File: src/rtl/msk_demod_uart_framer.sv
// -----------------------------------------------------------------------------
// msk_demod_uart_framer
//
// Purpose:
//   Takes 64-bit words from the MSK demodulator and streams each one to the PC
//   as a 10-byte UART 8N1 frame: {HEADER_BYTE, d[63:56] .. d[7:0], chk}, where
//   chk is the XOR of the 8 data bytes. A 2-entry FIFO holds words that arrive
//   while a frame is still being shifted out; further words are dropped and
//   counted.
//
// Ports:
//   logic_clk_in   in   1   logic clock, the only clock
//   logic_rst_in   in   1   synchronous, active-high reset
//   data_in        in   64  demodulated word, sampled only on a push edge
//   data_in_valid  in   1   level; a 0->1 transition marks a new word
//   uart_tx        out  1   UART serial output, idle high, driven from a flop
//   tx_busy        out  1   high while a frame is being shifted out
//   overflow_cnt   out  8   words dropped on a full FIFO, saturates at 255
//   frame_cnt      out  16  frames fully sent, wraps 65535 -> 0
// -----------------------------------------------------------------------------
module msk_demod_uart_framer #(
    parameter int unsigned CLKS_PER_BIT = 1736,
    parameter logic [7:0]  HEADER_BYTE  = 8'hA5
) (
    input  logic        logic_clk_in,
    input  logic        logic_rst_in,
    input  logic [63:0] data_in,
    input  logic        data_in_valid,
    output logic        uart_tx,
    output logic        tx_busy,
    output logic [7:0]  overflow_cnt,
    output logic [15:0] frame_cnt
);

    typedef enum logic [1:0] {IDLE, START, DATA, STOP} state_e;

    state_e      state_q, state_d;
    logic        valid_q, valid_d;
    logic [63:0] mem_q [2];
    logic [63:0] mem_d [2];
    logic        wr_ptr_q, wr_ptr_d;
    logic        rd_ptr_q, rd_ptr_d;
    logic [1:0]  count_q, count_d;
    logic [63:0] word_q, word_d;
    logic [3:0]  byte_idx_q, byte_idx_d;
    logic [2:0]  bit_idx_q, bit_idx_d;
    logic [15:0] clk_cnt_q, clk_cnt_d;
    logic        uart_tx_q, uart_tx_d;
    logic        tx_busy_q, tx_busy_d;
    logic [7:0]  overflow_q, overflow_d;
    logic [15:0] frame_q, frame_d;

    logic        rise, push, pop, fifo_empty, fifo_full, bit_end;
    logic [7:0]  data_byte [8];
    logic [7:0]  chk;
    logic [7:0]  cur_byte;

    // Byte currently on the wire: header, data bytes MSB first, checksum.
    always_comb begin
        chk = 8'h00;
        for (int i = 0; i < 8; i++) begin
            data_byte[i] = word_q[8*(7-i) +: 8];
            chk          = chk ^ data_byte[i];
        end
        if (byte_idx_q == 4'd0)
            cur_byte = HEADER_BYTE;
        else if (byte_idx_q == 4'd9)
            cur_byte = chk;
        else
            cur_byte = data_byte[3'(byte_idx_q - 4'd1)];
    end

    always_comb begin
        // NOTE: every signal written here gets a default first, so no latch is inferred.
        state_d    = state_q;
        valid_d    = data_in_valid;
        mem_d      = mem_q;
        wr_ptr_d   = wr_ptr_q;
        rd_ptr_d   = rd_ptr_q;
        count_d    = count_q;
        word_d     = word_q;
        byte_idx_d = byte_idx_q;
        bit_idx_d  = bit_idx_q;
        uart_tx_d  = uart_tx_q;
        tx_busy_d  = tx_busy_q;
        overflow_d = overflow_q;
        frame_d    = frame_q;
        pop        = 1'b0;

        rise       = data_in_valid & ~valid_q;
        fifo_empty = (count_q == 2'd0);
        fifo_full  = (count_q == 2'd2);
        bit_end    = (clk_cnt_q == 16'(CLKS_PER_BIT - 1));
        clk_cnt_d  = bit_end ? 16'd0 : clk_cnt_q + 16'd1;

        case (state_q)
            IDLE: begin
                clk_cnt_d = 16'd0;
                if (!fifo_empty) begin
                    pop        = 1'b1;
                    state_d    = START;
                    byte_idx_d = 4'd0;
                    uart_tx_d  = 1'b0;
                    tx_busy_d  = 1'b1;
                end
            end
            START: begin
                if (bit_end) begin
                    state_d   = DATA;
                    bit_idx_d = 3'd0;
                    uart_tx_d = cur_byte[0];
                end
            end
            DATA: begin
                if (bit_end) begin
                    if (bit_idx_q == 3'd7) begin
                        state_d   = STOP;
                        uart_tx_d = 1'b1;
                    end else begin
                        bit_idx_d = bit_idx_q + 3'd1;
                        uart_tx_d = cur_byte[bit_idx_q + 3'd1];
                    end
                end
            end
            STOP: begin
                if (bit_end) begin
                    if (byte_idx_q != 4'd9) begin
                        byte_idx_d = byte_idx_q + 4'd1;
                        state_d    = START;
                        uart_tx_d  = 1'b0;
                    end else begin
                        frame_d = frame_q + 16'd1;
                        if (!fifo_empty) begin
                            // Back-to-back frame: no idle gap after the stop bit.
                            pop        = 1'b1;
                            state_d    = START;
                            byte_idx_d = 4'd0;
                            uart_tx_d  = 1'b0;
                        end else begin
                            state_d   = IDLE;
                            uart_tx_d = 1'b1;
                            tx_busy_d = 1'b0;
                        end
                    end
                end
            end
            default: state_d = IDLE;
        endcase

        if (pop) begin
            word_d   = mem_q[rd_ptr_q];
            rd_ptr_d = ~rd_ptr_q;
        end

        // A pop on the same edge frees a slot, so a push into a full FIFO is kept.
        push = rise & (~fifo_full | pop);
        if (push) begin
            mem_d[wr_ptr_q] = data_in;
            wr_ptr_d        = ~wr_ptr_q;
        end
        if (rise && !push && overflow_q != 8'hFF)
            overflow_d = overflow_q + 8'd1;

        case ({push, pop})
            2'b10:   count_d = count_q + 2'd1;
            2'b01:   count_d = count_q - 2'd1;
            default: count_d = count_q;
        endcase
    end

    // NOTE: sequential state uses non-blocking assignments only, so every flop sees pre-edge values.
    always_ff @(posedge logic_clk_in) begin
        if (logic_rst_in) begin
            state_q    <= IDLE;
            valid_q    <= 1'b0;
            wr_ptr_q   <= 1'b0;
            rd_ptr_q   <= 1'b0;
            count_q    <= 2'd0;
            byte_idx_q <= 4'd0;
            bit_idx_q  <= 3'd0;
            clk_cnt_q  <= 16'd0;
            uart_tx_q  <= 1'b1;
            tx_busy_q  <= 1'b0;
            overflow_q <= 8'd0;
            frame_q    <= 16'd0;
        end else begin
            state_q    <= state_d;
            valid_q    <= valid_d;
            wr_ptr_q   <= wr_ptr_d;
            rd_ptr_q   <= rd_ptr_d;
            count_q    <= count_d;
            byte_idx_q <= byte_idx_d;
            bit_idx_q  <= bit_idx_d;
            clk_cnt_q  <= clk_cnt_d;
            uart_tx_q  <= uart_tx_d;
            tx_busy_q  <= tx_busy_d;
            overflow_q <= overflow_d;
            frame_q    <= frame_d;
        end
    end

    // NOTE: payload storage has no reset; count_q and state_q gate every read, so reset values would never be observed.
    always_ff @(posedge logic_clk_in) begin
        mem_q  <= mem_d;
        word_q <= word_d;
    end

    assign uart_tx      = uart_tx_q;
    assign tx_busy      = tx_busy_q;
    assign overflow_cnt = overflow_q;
    assign frame_cnt    = frame_q;

endmodule

File: config.mk
export PLATFORM = sky130hd
export DESIGN_NAME = msk_demod_uart_framer
export DESIGN_NICKNAME = d
export VERILOG_FILES = /design/src/rtl/msk_demod_uart_framer.sv
export SDC_FILE = /design/constraint.sdc
export NUM_CORES = 1
export LEC_CHECK = 0
export CORE_ASPECT_RATIO = 1.75
export CORE_MARGIN = 1
export CORE_UTILIZATION = 55
export DETAILED_ROUTE_END_ITERATION = 10
export PLACE_DENSITY = 0.77
export SLEW_MARGIN = 20
export SYNTH_ARGS = -nofsm -noshare
export SYNTH_HDL_FRONTEND = slang
export SYNTH_SLANG_ARGS = --single-unit
File: constraint.sdc
create_clock -name logic_clk_in -period 17.5 [get_ports logic_clk_in]
set_input_delay 3.5 -clock logic_clk_in [delete_from_list [all_inputs] [get_ports logic_clk_in]]
set_output_delay 3.5 -clock logic_clk_in [all_outputs]
set_load 0.02 [all_outputs]
==> results of run 1 <==
[power by group]
| part | switching, mW | leakage, nW | internal, mW |
|---|---|---|---|
| clock | 0.206 | 0.366 | 0.299 |
| combinational | 0.277 | 1.50 | 0.251 |
| sequential | 0.0690 | 2.23 | 0.788 |
| total | 0.553 | 4.10 | 1.34 |
[stage by stage]
| stage | setup slack (ns) | utilization (%) | total power [mW] | hold WS [ns] | cell area [um^2] |
|---|---|---|---|---|---|
| floorplan | 10.56 | - | 1.26 | 0.418 | 10500 |
| global placement | 12.03 | 62.4 | 1.37 | 0.428 | 11700 |
| detailed placement | 11.97 | 62.4 | 1.40 | 0.455 | 11700 |
| CTS | 12.38 | 66.5 | 1.91 | 0.466 | 12400 |
| global route | 12.34 | 66.5 | 1.97 | 0.483 | 12400 |
| finish | 12.39 | 66.5 | 1.89 | 0.465 | 12400 |
[area by class of cell]
type	instances	share of cell area [%]
multi-input cells	457	27.8
inverters	12	0.363
repair buffers	98	7.78
clock buffers	24	4.67
flip-flops and latches	248	55.5
well taps	238	2.40
clock inverters	16	1.47
[layer usage]
layer / up-vias / GRT usage, %
li1: 2931 / -
met1: 3040 / 21.6
met2: 168 / 41.2
met3: 48 / 2.83
met4: 0 / 10.9
met5: - / 0
[cells by family (layout without fill, tap and decap cells)]
| family | Yosys count | count (layout) | share of synthesized area (%) |
|---|---|---|---|
| adder cells (fa/ha/maj) | 15 | 15 | 1.79 |
| buffers and inverters | 36 | 150 | 1.50 |
| AO/OA/AOI/OAI | 64 | 64 | 3.96 |
| multiplexers | 84 | 84 | 9.98 |
| XOR/XNOR | 91 | 91 | 7.68 |
| AND/OR/NAND/NOR | 203 | 203 | 9.36 |
| flip-flops | 248 | 248 | 65.7 |
[registers in the layout, indices dropped and copies added (netlist names), 3 cells and up]
| signal | flops |
|---|---|
| data_byte | 64 |
| frame_cnt | 16 |
| byte_idx_q | 4 |
| mem_q | 128 |
| clk_cnt_q | 16 |
| bit_idx_q | 3 |
| overflow_cnt | 8 |
[worst min-delay path by stage]
stage / start / to / cells after the start / slack (ns)
after floorplan: clk_cnt_q[0]$_SDFF_PP0_ / clk_cnt_q[0]$_SDFF_PP0_ / 1 / 0.42
after detailed placement: clk_cnt_q[0]$_SDFF_PP0_ / clk_cnt_q[0]$_SDFF_PP0_ / 1 / 0.46
after CTS: clk_cnt_q[0]$_SDFF_PP0_ / clk_cnt_q[0]$_SDFF_PP0_ / 1 / 0.47
after global placement: clk_cnt_q[0]$_SDFF_PP0_ / clk_cnt_q[0]$_SDFF_PP0_ / 1 / 0.43
final: clk_cnt_q[0]$_SDFF_PP0_ / clk_cnt_q[0]$_SDFF_PP0_ / 1 / 0.46
after global routing: clk_cnt_q[0]$_SDFF_PP0_ / clk_cnt_q[0]$_SDFF_PP0_ / 1 / 0.48
[synthesized netlist by cell type (3+ instances only)]
library cell / count / area (um^2)
mux2i_1: 10 / 100
o21ai_0: 18 / 90.1
nor2b_1: 4 / 25.0
mux2_2: 64 / 721
xnor2_1: 66 / 578
nor3_1: 12 / 60.1
mux4_2: 10 / 225
inv_1: 12 / 45.0
xor2_1: 24 / 210
nor2_1: 66 / 248
ha_1: 15 / 188
nand3_1: 28 / 140
nand4_1: 8 / 50.1
buf_2: 3 / 15.0
or3_1: 8 / 50.1
dfxtp_1: 56 / 1120
edfxtp_1: 192 / 5770
and4_1: 4 / 35.0
nand2_1: 49 / 184
and3_1: 5 / 31.3
clkbuf_1: 18 / 67.6
a21oi_1: 22 / 110
==> metrics, run 1 <==
I/O Pins 93; CTS tree built; reg2reg start byte_idx_q[0]$_SDFFE_PP0P_; Synth Cell Area 10,500 um^2; Cells after DPL 1,053; Reg clk slew, reported paths 0.07 ns; leading cell type in the layout, fill and taps excluded edfxtp_1; H-tree levels 1; fin cells 1,093; CTS Sinks 248; cell count after synthesis 741; Skew-Pair Late Insertion Delay 0.51 ns; Worst R2R End count_q[1]$_SDFFE_PP0P_; Startpoint Class flip-flop; Die H 185 um; grt total ovfl 0; Seq/Total Area, Yosys 65.7%; maximum clock path buffer count 3; Hold Path Class reg -> reg; DRT antenna net count 0; CP max-delay cell clkdlybuf4s50_1; multi-input logic area 3450 um^2; DRC violations left 0; number of buffers and inverters on the critical path 1; Max Freq 196 MHz; internal reg-to-reg setup slack 13.68 ns; top sig layer met4; Seq. cell area 6890 um^2; worst path cell trace clkdlybuf4s50_1; DR iter-0 viols 430; WL per Instance 18.5 um; Layout area overhead 18.5%; CTS Root Cell clkbuf_16; library cells used by synthesis 59; routed vias 6,187; Inserted Diodes 0; Yosys reg bits 248; die area 19,600 um^2; setup TNS 0 ns; # hold bufs at CTS 0; initial antenna violation count 0; Slew Limit Fails 0; Initial DRT Pass Iterations 5; most used flip-flop cell after synthesis edfxtp_1; vias in the first global route 6,369; setup bufs post-CTS 0; core area 18,700 um^2; WL final 20,200 um; Worst Setup End Kind output pin; total track usage 21.2%; worst endpoint data arrival time 1.61 ns; CP Depth 1; max cap viols 0; minimum clock period 5.11 ns; crit share post-route 29.2%; largest net degree at the start of global routing 67; worst-margin pin slew 0.963 ns; wire length on met1 7130 um; DR vias/cell 5.66; post-cts resize count 0; syn_nets 823; critical path class reg -> out; most frequent cells in the layout 192 x edfxtp_1, 92 x clkdlybuf4s50_1, 66 x xnor2_1; Setup crit end overflow_cnt[2]; share of cells above drive strength 1 15.1%; status finished clean; global placement routability congestion 0.831; Die W 106 um; fin nets 921; CP max stage delay 0.68 ns; Rows 66; Buffers on Ports 92; CTS Buf Count 22; Lkg Pwr 4.10 nW; initial core utilization 56.1%; number of synthesized flops with an enable pin 192; CP top delay family buffers and inverters; CP required 14.00 ns; RSZ-0062 raised after global routing false; Fillers 1,337; met2 wire len 11,400 um; VDD IR max 0.0949 mV; Synth async-reset ratio 0%; R2R cell count 9; Slew headroom 35.7%; crit-path max FO 5; first-pass GRT wire length 32,100 um; skew final 0.00590 ns; # setup viols final 0; hpwl dp 13,800 um; Hold Vio Cnt, Final 0; Avg Inst Size Synth 14.1 um^2; Ys Warns 0; metal3 WL 728 um; Crit. Startpoint overflow_cnt[2]$_SDFFE_PP0P_; pwr dens 152 nW/um^2
No activity file was read; power rests on OpenSTA's default activity.
==> run 2, diff against run 1 <==
==> constraint.sdc (replaced) <==
create_clock -name logic_clk_in -period 4.8 [get_ports logic_clk_in]
set_input_delay 0.96 -clock logic_clk_in [delete_from_list [all_inputs] [get_ports logic_clk_in]]
set_output_delay 0.96 -clock logic_clk_in [all_outputs]
set_load 0.02 [all_outputs]
==> run 2 against run 1 <==
  * Global-route usage up 0.33 points
  * Sequential power rose to 3.7 times the previous value
  * Register-to-register slack worse by 12 ns
  * Clock-buffer cell count stayed put
  * Routed wire length rose by 1.4%
  * Flip-flop and latch count unchanged
  * Via count shrank 0.37%
  * Worst hold slack got worse by 0.0030 ns
  * Critical path depth up 8
  * Critical path type is now reg -> reg
==> metrics, run 2 (synthesized netlist as in run 1, its figures left out) <==
core area 18,700 um^2 (unchanged); CTS Sinks 248 (unchanged); max reg flops 128 (unchanged); global placement routability congestion 0.878 (+5.6%); VDD IR max 0.359 mV (+280%); DRT antenna net count 0 (unchanged); CTS Buf Count 23 (+4.5%); setup bufs post-CTS 0 (unchanged); DRC violations left 0 (unchanged); fin nets 925 (+0.43%); Slew Limit Fails 0 (unchanged); max cap viols 0 (unchanged); R2R cell count 9 (unchanged); Layout area overhead 19.4%; worst endpoint data arrival time 3.44 ns (+1.83 ns); Skew-Pair Late Insertion Delay 0.50 ns (about the same); Reg clk slew, reported paths 0.07 ns (about the same); skew final 0.0153 ns (+0.00936 ns); RSZ-0062 raised after global routing false; first-pass GRT wire length 32,500 um (+1.5%); CTS tree built; H-tree levels 1 (unchanged); leading cell type in the layout, fill and taps excluded edfxtp_1; largest reg by FF count mem_q; routed vias 6,164 (-0.37%); worst hold path stage count 1 (unchanged); Max Freq 303 MHz; status finished clean; Initial DRT Pass Iterations 5 (unchanged); Buffers on Ports 92 (unchanged); Inserted Diodes 0 (unchanged); initial core utilization 56.1% (unchanged); Hold Vio Cnt, Final 0 (unchanged); WL final 20,500 um (+1.4%); initial antenna violation count 0 (unchanged); CTS Root Cell clkbuf_16; largest net degree at the start of global routing 66 (-1.5%); Slew headroom 42.6% (+7.0 points); I/O Pins 93 (unchanged); post-cts resize count 0 (unchanged); critical path class reg -> reg; WL per Instance 18.7 um (+1.1%); most frequent cells in the layout 192 x edfxtp_1, 92 x clkdlybuf4s50_1, 66 x xnor2_1; share of cells above drive strength 1 16.0% (+0.88 points); Lkg Pwr 4.14 nW (+0.99%); minimum clock period 3.30 ns; Die H 185 um (unchanged); Worst Setup End Kind flip-flop; worst-margin pin slew 0.854 ns (-0.109 ns); Hold Path Class reg -> reg; # hold bufs at CTS 0 (unchanged); crit-path max FO 35 (+30); reg2reg start byte_idx_q[0]$_SDFFE_PP0P_; setup TNS 0 ns (unchanged); Startpoint Class flip-flop; pre-CTS WS 1.50 ns (-10.47 ns); DR iter-0 viols 333 (-23%); Hold Crit Start clk_cnt_q[0]$_SDFF_PP0_; hpwl dp 14,400 um (+4.4%); Die W 106 um (unchanged); grt total ovfl 0 (unchanged); CP required 4.94 ns (-9.06 ns); die area 19,600 um^2 (unchanged); Rows 66 (unchanged); total track usage 21.5% (+0.33 points); vias in the first global route 6,610 (+3.8%); Worst R2R End mem_q[10]$_DFFE_PP_; crit share post-route 68.8%; pwr dens 561 nW/um^2 (+270%); worst setup margin 1.50 ns (-10.90 ns); maximum clock path buffer count 3 (unchanged); hold endpoint clk_cnt_q[0]$_SDFF_PP0_; # setup viols final 0 (unchanged); internal reg-to-reg setup slack 1.50 ns (-12.18 ns); DR vias/cell 5.62 (-0.64%)
[run 2: cell type report]
| type | instances | area, um^2 |
|---|---|---|
| flip-flops and latches | 248 | 6890 |
| fillers | 1309 | 6150 |
| multi-input cells | 457 | 3460 |
| repair buffers | 101 | 988 |
| clock buffers | 24 | 579 |
| well taps | 238 | 298 |
| clock inverters | 16 | 249 |
| inverters | 12 | 45.0 |
[run 2: worst max-delay path, cell delays in order, from the launching register on]
cell	delay (ns)
dfxtp_1	0.31
buf_4	0.28
ha_1	0.22
nand3b_1	0.23
nor2_1	0.35
a21oi_2	0.15
o21ai_0	0.17
nand3b_1	0.29
nor2_4	0.42
buf_4	0.48
[run 2: routing by layer]
metal  track usage, %  wire (um)  vias to the layer above
li1                 -          -                     2942
met1             21.1       6970                     3006
met2             42.9      11900                      170
met3             3.04        721                       46
met4             10.5        911                        0
met5                0          0                        -
[run 2: power breakdown]
group,internal (mW),switching [mW]
combinational,0.920,0.977
sequential,2.87,0.278
clock,1.21,0.769
[run 2: per-stage QoR]
| step | power, mW | instance area [um^2] | cells | hold WS (ns) | utilization [%] |
|---|---|---|---|---|---|
| 2_1_floorplan | 4.58 | 10500 | 741 | 0.418 | - |
| 3_3_place_gp | 5.04 | 11700 | 1056 | 0.429 | 62.6 |
| 3_5_place_dp | 5.10 | 11700 | 1056 | 0.450 | 62.6 |
| 4_1_cts | 7.08 | 12500 | 1096 | 0.460 | 67.0 |
| 5_1_grt | 7.36 | 12500 | 1096 | 0.490 | 67.0 |
| 6_report | 7.02 | 12500 | 1096 | 0.462 | 67.0 |
[run 2: how the worst max path moves through the flow]
stage | from | end | slack [ns] | depth (start not counted)
after CTS | byte_idx_q[0]$_SDFFE_PP0P_ | mem_q[10]$_DFFE_PP_ | 1.49 | 9
after detailed placement | byte_idx_q[0]$_SDFFE_PP0P_ | mem_q[19]$_DFFE_PP_ | 1.50 | 9
final | byte_idx_q[0]$_SDFFE_PP0P_ | mem_q[10]$_DFFE_PP_ | 1.50 | 9
after floorplan | clk_cnt_q[0]$_SDFF_PP0_ | count_q[1]$_SDFFE_PP0P_ | 0.03 | 8
after global routing | byte_idx_q[0]$_SDFFE_PP0P_ | mem_q[10]$_DFFE_PP_ | 1.26 | 9
after global placement | byte_idx_q[0]$_SDFFE_PP0P_ | mem_q[10]$_DFFE_PP_ | 1.62 | 9
